--- config.mk ---
export PLATFORM = sky130hd
export DESIGN_NAME = traffic_flow_monitor_flat
export DESIGN_NICKNAME = d
export VERILOG_FILES = /design/src/rtl/traffic_pkg.sv /design/src/rtl/traffic_flow_monitor_if.sv /design/src/rtl/flow_step_counter.sv /design/src/rtl/traffic_flow_monitor.sv /design/src/flat_wrapper.sv
export SDC_FILE = /design/constraint.sdc
export NUM_CORES = 1
export LEC_CHECK = 0
export ABC_AREA = 1
export BUFFER_PORTS_ARGS = -buffer_cell sky130_fd_sc_hd__buf_2
export CAP_MARGIN = 40
export CORE_MARGIN = 2
export CORE_UTILIZATION = 35
export CTS_BUF_LIST = sky130_fd_sc_hd__clkbuf_8 sky130_fd_sc_hd__clkbuf_16
export DETAILED_ROUTE_END_ITERATION = 10
export GPL_TIMING_DRIVEN = 0
export SLEW_MARGIN = 25
export SYNTH_ARGS = -nofsm -noshare
export SYNTH_HDL_FRONTEND = slang
export SYNTH_SLANG_ARGS = --single-unit
--- constraint.sdc ---
create_clock -name clk -period 2.55 [get_ports clk]
set_clock_uncertainty 0.1 [all_clocks]
set_input_delay 0.1275 -clock clk [delete_from_list [all_inputs] [get_ports clk]]
set_output_delay 0.1275 -clock clk [all_outputs]
set_load 0.01 [all_outputs]
--- src/rtl/traffic_pkg.sv ---
// Shared definitions for the rule-184 traffic flow monitor: FSM states,
// default geometry and counter-width helpers.
package traffic_pkg;

    localparam int N_DEF      = 20;  // ring length
    localparam int WARMUP_DEF = 8;   // step samples discarded before measuring
    localparam int WINDOW_DEF = 16;  // step samples accumulated

    typedef enum logic [1:0] {
        S_IDLE,
        S_WARMUP,
        S_MEASURE,
        S_DONE
    } mon_state_e;

    // Bits needed to hold any count in 0..max_val.
    function automatic int cnt_w(input int max_val);
        return (max_val < 1) ? 1 : $clog2(max_val + 1);
    endfunction

endpackage

--- src/rtl/traffic_flow_monitor_if.sv ---
// Bus between the automaton (master) and the flow monitor (slave): the step
// strobe and cell vector in, measurement status and results out.
interface traffic_flow_monitor_if
    import traffic_pkg::*;
#(
    parameter int N      = N_DEF,
    parameter int WINDOW = WINDOW_DEF
);
    localparam int DENS_W = cnt_w(N);
    localparam int FLUX_W = cnt_w(N * WINDOW);
    localparam int PER_W  = cnt_w(WINDOW);

    logic              start;
    logic              step_en;
    logic [N-1:0]      state;
    logic              busy;
    logic              done;
    logic [DENS_W-1:0] density;
    logic [FLUX_W-1:0] flux_sum;
    logic              free_flow;
    logic              jam;
    logic              cons_err;
    logic [PER_W-1:0]  period;

    modport master (
        output start, step_en, state,
        input  busy, done, density, flux_sum, free_flow, jam, cons_err, period
    );

    modport slave (
        input  start, step_en, state,
        output busy, done, density, flux_sum, free_flow, jam, cons_err, period
    );

endinterface

--- src/rtl/flow_step_counter.sv ---
// Per-step statistics of one automaton state: number of cars and number of
// cars able to move (car with an empty cell ahead, wrapping bit N-1 -> bit 0).
module flow_step_counter
    import traffic_pkg::*;
#(
    parameter  int N  = N_DEF,
    localparam int CW = cnt_w(N)
) (
    input  logic [N-1:0]  i_state,
    output logic [CW-1:0] o_popcount,
    output logic [CW-1:0] o_flux
);

    // Count occupied cells and occupied cells followed by a free cell.
    always_comb begin
        // NOTE: every output of a combinational block gets a default first so no latch is inferred.
        o_popcount = '0;
        o_flux     = '0;
        for (int i = 0; i < N; i++) begin
            o_popcount = o_popcount + CW'(i_state[i]);
            if (i_state[i] && !i_state[(i + 1) % N])
                o_flux = o_flux + CW'(1);
        end
    end

endmodule

--- src/rtl/traffic_flow_monitor.sv ---
// Flow monitor at the output of the rule-184 ring: skips WARMUP steps, then
// over WINDOW steps accumulates flux, latches density and checks car
// conservation, free flow and jamming.
// Optional: TRAFFIC_PERIOD_DETECT_EN adds recurrence-period detection of the
// first window sample; without it period is constant 0.
module traffic_flow_monitor
    import traffic_pkg::*;
#(
    parameter int N      = N_DEF,
    parameter int WARMUP = WARMUP_DEF,
    parameter int WINDOW = WINDOW_DEF
) (
    input logic                  clk,
    input logic                  res,
    traffic_flow_monitor_if.slave bus
);

    localparam int DENS_W    = cnt_w(N);
    localparam int FLUX_W    = cnt_w(N * WINDOW);
    localparam int PER_W     = cnt_w(WINDOW);
    localparam int CNT_MAX   = (WARMUP > WINDOW) ? WARMUP : WINDOW;
    localparam int CNT_W     = cnt_w(CNT_MAX);
    localparam int WARM_LAST = (WARMUP > 0) ? WARMUP - 1 : 0;
    localparam int WIN_LAST  = WINDOW - 1;

    mon_state_e        r_state;
    mon_state_e        w_next;
    logic [CNT_W-1:0]  r_cnt;
    logic [DENS_W-1:0] w_pop;
    logic [DENS_W-1:0] w_flux;
    logic [DENS_W-1:0] r_density;
    logic [FLUX_W-1:0] r_flux_sum;
    logic              r_free_flow;
    logic              r_jam;
    logic              r_cons_err;
    logic              w_start_ok;
    logic              w_measure_step;
    logic              w_first;
    logic              w_warm_last;
    logic              w_win_last;

    flow_step_counter #(.N(N)) u_step_counter (
        .i_state    (bus.state),
        .o_popcount (w_pop),
        .o_flux     (w_flux)
    );

    assign w_start_ok     = (r_state == S_IDLE) && bus.start;
    assign w_measure_step = (r_state == S_MEASURE) && bus.step_en;
    assign w_first        = (r_cnt == '0);
    assign w_warm_last    = (r_cnt == CNT_W'(WARM_LAST));
    assign w_win_last     = (r_cnt == CNT_W'(WIN_LAST));

    // FSM state register.
    always_ff @(posedge clk or negedge res) begin
        // NOTE: sequential state uses non-blocking assignments so all flops update together.
        if (!res) r_state <= S_IDLE;
        else      r_state <= w_next;
    end

    // FSM next-state: only qualified steps advance warm-up and window.
    always_comb begin
        w_next = r_state;
        unique case (r_state)
            S_IDLE:    if (bus.start) w_next = (WARMUP == 0) ? S_MEASURE : S_WARMUP;
            S_WARMUP:  if (bus.step_en && w_warm_last) w_next = S_MEASURE;
            S_MEASURE: if (bus.step_en && w_win_last) w_next = S_DONE;
            S_DONE:    w_next = S_IDLE;
            default:   w_next = S_IDLE;
        endcase
    end

    // Step-sample counter, shared by warm-up and window phases.
    always_ff @(posedge clk or negedge res) begin
        if (!res) begin
            r_cnt <= '0;
        end else if ((r_state == S_WARMUP) || (r_state == S_MEASURE)) begin
            if (bus.step_en) begin
                if ((r_state == S_WARMUP) ? w_warm_last : w_win_last) r_cnt <= '0;
                else                                                  r_cnt <= r_cnt + CNT_W'(1);
            end
        end else begin
            r_cnt <= '0;
        end
    end

    // Window accumulators and sticky flags, cleared on an accepted start.
    always_ff @(posedge clk or negedge res) begin
        if (!res) begin
            r_density   <= '0;
            r_flux_sum  <= '0;
            r_free_flow <= 1'b0;
            r_jam       <= 1'b0;
            r_cons_err  <= 1'b0;
        end else if (w_start_ok) begin
            r_flux_sum  <= '0;
            r_free_flow <= 1'b1;
            r_jam       <= 1'b0;
            r_cons_err  <= 1'b0;
        end else if (w_measure_step) begin
            r_flux_sum <= r_flux_sum + FLUX_W'(w_flux);
            if (w_first)                r_density   <= w_pop;
            else if (w_pop != r_density) r_cons_err <= 1'b1;
            if (w_flux != w_pop)        r_free_flow <= 1'b0;
            if ((w_flux == '0) && (w_pop != '0)) r_jam <= 1'b1;
        end
    end

`ifdef TRAFFIC_PERIOD_DETECT_EN
    logic [N-1:0]     r_snap;
    logic [PER_W-1:0] r_period;

    // Snapshot the first window sample and record the first later index that repeats it.
    always_ff @(posedge clk or negedge res) begin
        // NOTE: the snapshot is a plain register, so it takes the async reset like any other flop.
        if (!res) begin
            r_snap   <= '0;
            r_period <= '0;
        end else if (w_start_ok) begin
            r_period <= '0;
        end else if (w_measure_step) begin
            if (w_first)
                r_snap <= bus.state;
            else if ((r_period == '0) && (bus.state == r_snap))
                r_period <= PER_W'(r_cnt);
        end
    end

    assign bus.period = r_period;
`else
    assign bus.period = '0;
`endif

    assign bus.busy      = (r_state == S_WARMUP) || (r_state == S_MEASURE);
    assign bus.done      = (r_state == S_DONE);
    assign bus.density   = r_density;
    assign bus.flux_sum  = r_flux_sum;
    assign bus.free_flow = r_free_flow;
    assign bus.jam       = r_jam;
    assign bus.cons_err  = r_cons_err;

endmodule

--- src/flat_wrapper.sv ---
// flat-port wrapper written by rule: the top's interface ports become plain ports
module traffic_flow_monitor_flat import traffic_pkg::*;
#(
    parameter int N      = N_DEF,
    parameter int WARMUP = WARMUP_DEF,
    parameter int WINDOW = WINDOW_DEF
)
  (clk, res, bus_start, bus_step_en, bus_state, bus_busy, bus_done, bus_density, bus_flux_sum, bus_free_flow, bus_jam, bus_cons_err, bus_period);
  traffic_flow_monitor_if #(.N(N), .WINDOW(WINDOW)) bus_i ();
  input logic clk;
  input logic res;
  input wire logic [$bits(bus_i.start)-1:0] bus_start;
  input wire logic [$bits(bus_i.step_en)-1:0] bus_step_en;
  input wire logic [$bits(bus_i.state)-1:0] bus_state;
  output wire logic [$bits(bus_i.busy)-1:0] bus_busy;
  output wire logic [$bits(bus_i.done)-1:0] bus_done;
  output wire logic [$bits(bus_i.density)-1:0] bus_density;
  output wire logic [$bits(bus_i.flux_sum)-1:0] bus_flux_sum;
  output wire logic [$bits(bus_i.free_flow)-1:0] bus_free_flow;
  output wire logic [$bits(bus_i.jam)-1:0] bus_jam;
  output wire logic [$bits(bus_i.cons_err)-1:0] bus_cons_err;
  output wire logic [$bits(bus_i.period)-1:0] bus_period;
  assign bus_i.start = bus_start;
  assign bus_i.step_en = bus_step_en;
  assign bus_i.state = bus_state;
  assign bus_busy = bus_i.busy;
  assign bus_done = bus_i.done;
  assign bus_density = bus_i.density;
  assign bus_flux_sum = bus_i.flux_sum;
  assign bus_free_flow = bus_i.free_flow;
  assign bus_jam = bus_i.jam;
  assign bus_cons_err = bus_i.cons_err;
  assign bus_period = bus_i.period;
  traffic_flow_monitor #(.N(N), .WARMUP(WARMUP), .WINDOW(WINDOW)) u_core (.clk(clk), .res(res), .bus(bus_i));
endmodule
==> metrics.yaml <==
num_rows: 42
fp.coreArea_sq_um: 13300
critPathLaunchType: "input pin"
power_density_nw_per_um2: 832.8
fin_crit_ns: 9.121
cts_sinks: 24
setup_violations: 17
yosysSeqAreaShare_pct: 12.60
hold_viol_final: 0
use_met1_pct: 22.54
setup_slack_ns: -6.571
areaGrowthSynthToFinish_pct: 42.61
critical_path.most_common_cell: "nand2_4"
finalMaxSlewViolations: 0
die-width_um: 120.7
p_leak_uw: 0.003667
antenna_cells: 0
first_pass_iters: 4
cp_slowest_cell: "fa_2"
worstSkewPairLatency_ns: 0.26
die_area_sq_um: 14570
max_clock_freq_mhz: 109.6
slowest_delay_ns: 0.38
use_met2_pct: 30.61
dp_cells: 1010
layout-drive-gt1-share_pct: 37.54
cts-root-buf: "clkbuf_16"
multiInputGateArea_sq_um: 4264
tritoncts: "built"
synth_most_common_cell: "nand2_1"
syn_inst: 788
slew_headroom_pct: 62.19
synth_cell_types: 39
whs_ns: 0.1612
worst-path-max-fanout: 3
cts_made_buffers: 3
initial_core_util_pct: 35.85
wl_um: 12600
gp_congestion: 0.8174
cap_violations: 0
fin_tns_setup_ns: -71.29
antenna_left: 0
yosys-top-cells-count: "230 x nand2_1, 157 x inv_1, 98 x nand3_1"
numPortBuffers: 42
use_met3_pct: 1.887
ios: 48
max-vdd-ir-drop_uv: 663.9
dp_hpwl_um: 9008
grt_overflow: 0
grt_max_degree: 25
preCtsSetupSlack_ns: -7.306
htreeDepth: 1
cp-end-kind: "flip-flop"
seqCellArea_sq_um: 600.6
ys.flop_type: "dfrtp_1"
drt_iter0_markers: 230
track_usage_pct: 17.16
fin_crit_sh_pct: 357.7
path_class: "in2reg"
crit_required_ns: 2.60
drcViolationCount: 0
num-fill-cells: 1298
rsz0062_at_grt: "true"
synth.avg_cell_area_sq_um: 6.048
grt_pass1_wl_um: 21350
synth.area.top_cells: "nand2_1 18%, dfrtp_1 13%, inv_1 12%"
tightest_slew_ns: 0.5672
synthArstFlopShare_pct: 100.0
wire_per_inst_um: 11.43
path_clk_slew_ns: 0.06
synth_edf_count: 0
yosys.area.top_type: "nand2_1"
ys_warn_count: 0
die_h_um: 120.7
violations: "negative setup slack"
avgViaCountPerCell: 4.637
holdCritPathClass: "in2reg"
grt_pass1_vias: 4976
clockBufferDepth: 2
grt_busiest_layer: "met2"
synth_seq_cells: 24
status: "finished, violations left"
synth_top_area_share_pct: 18.11
worstPathArrival_ns: 9.17
stdcell_count: 1103
nets: 1008
syn-cell-area_sq_um: 4766
antenna_found_initial: 0
vias: 5115
## worst paths after layout
kind,slack (ns),startpoint,cells past startpoint,end
worst max-delay path,-6.57,bus_state[1],79,u_core.bus.flux_sum[8]$_DFFE_PN0P_
worst min-delay path,0.16,bus_step_en,4,u_core.r_cnt[0]$_DFFE_PN0P_
worst max register to register,0.12,u_core.r_state[0]$_DFFE_PN0P_,9,u_core.bus.density[0]$_DFFE_PN0P_
worst min register to register,0.40,u_core.bus.cons_err$_DFFE_PN0P_,2,u_core.bus.cons_err$_DFFE_PN0P_
max in group asynchronous,1.67,res,2,u_core.bus.density[2]$_DFFE_PN0P_
min in group asynchronous,0.30,res,2,u_core.bus.flux_sum[8]$_DFFE_PN0P_
## per-layer routing
| metal | vias to the layer above | share of wire (%) | wire length, um |
|---|---|---|---|
| met5 | - | 0 | 0 |
| met4 | 0 | 0.87 | 110 |
| met3 | 10 | 3.1 | 390 |
| met2 | 67 | 48 | 6070 |
| met1 | 2325 | 48 | 6029 |
| li1 | 2713 | - | - |
## flip-flops by register name, indices dropped and copies added, names as in the netlist
register              cells
u_core.bus.free_flow      1
u_core.r_cnt              5
u_core.bus.flux_sum       9
u_core.bus.cons_err       1
u_core.r_state            2
u_core.bus.density        5
u_core.bus.jam            1
## cell families after synthesis
group,count (synthesis),synth area share [%]
AND/OR/NAND/NOR,475,48.12
buffers and inverters,170,13.78
XOR/XNOR,11,2.021
other,1,0.07869
adder cells (fa/ha/maj),56,17.06
AO/OA/AOI/OAI,51,6.327
flip-flops,24,12.60
## through the flow
stage                     power (uW)  utilization [%]  area (sq um)
after floorplan                 3291                -          5011
after global placement          3979            40.93          5441
after detailed placement        3986            40.93          5441
after CTS                       5240            47.58          6326
after global routing            6282            51.12          6797
final                           5660            51.12          6797
## repair_timing
action / in CTS / in global routing
pin swaps: 41 / 81
endpoints found under the hold margin: 24 / 0
cloned: 0 / 0
resized for setup: 64 / 84
setup endpoints to repair: 17 / 17
hold buffers: 1 / 0
buffers inserted: 69 / 22
## power breakdown
group          internal (uW)  switching, uW
registers                514            126
logic                   2080           2570
clock network            240            133
## layout by cell type, fill, tap and decap left out, types with 6 or more instances in the layout
master	instances
a21oi_1	11
nand2_4	38
dfrtp_1	24
or2_4	6
buf_4	92
ha_4	15
nand3_2	28
inv_1	131
nand4_1	8
nor2_2	8
buf_2	35
inv_2	25
nand2_1	194
nand2_2	43
buf_6	7
ha_1	25
fa_1	10
nand3_1	75
o21ai_1	10
nor2_1	55
## critical path, delay by kind of cell
| kind | cells | cell delay, ns |
|---|---|---|
| simple gates | 45 | 4.34 |
| compound gates | 6 | 0.76 |
| fa+ha+maj | 12 | 2.97 |
| buf+inv | 16 | 0.90 |
## final cells by class
type | instances | area share (%)
repair buffers | 131 | 13.79
flip-flops and latches | 24 | 8.837
plain buffers | 6 | 0.6075
clock buffers | 4 | 1.307
well taps | 176 | 3.240
multi-input cells | 598 | 62.74
inverters | 164 | 9.481
Note: power is estimated with default switching activity, not from simulation.
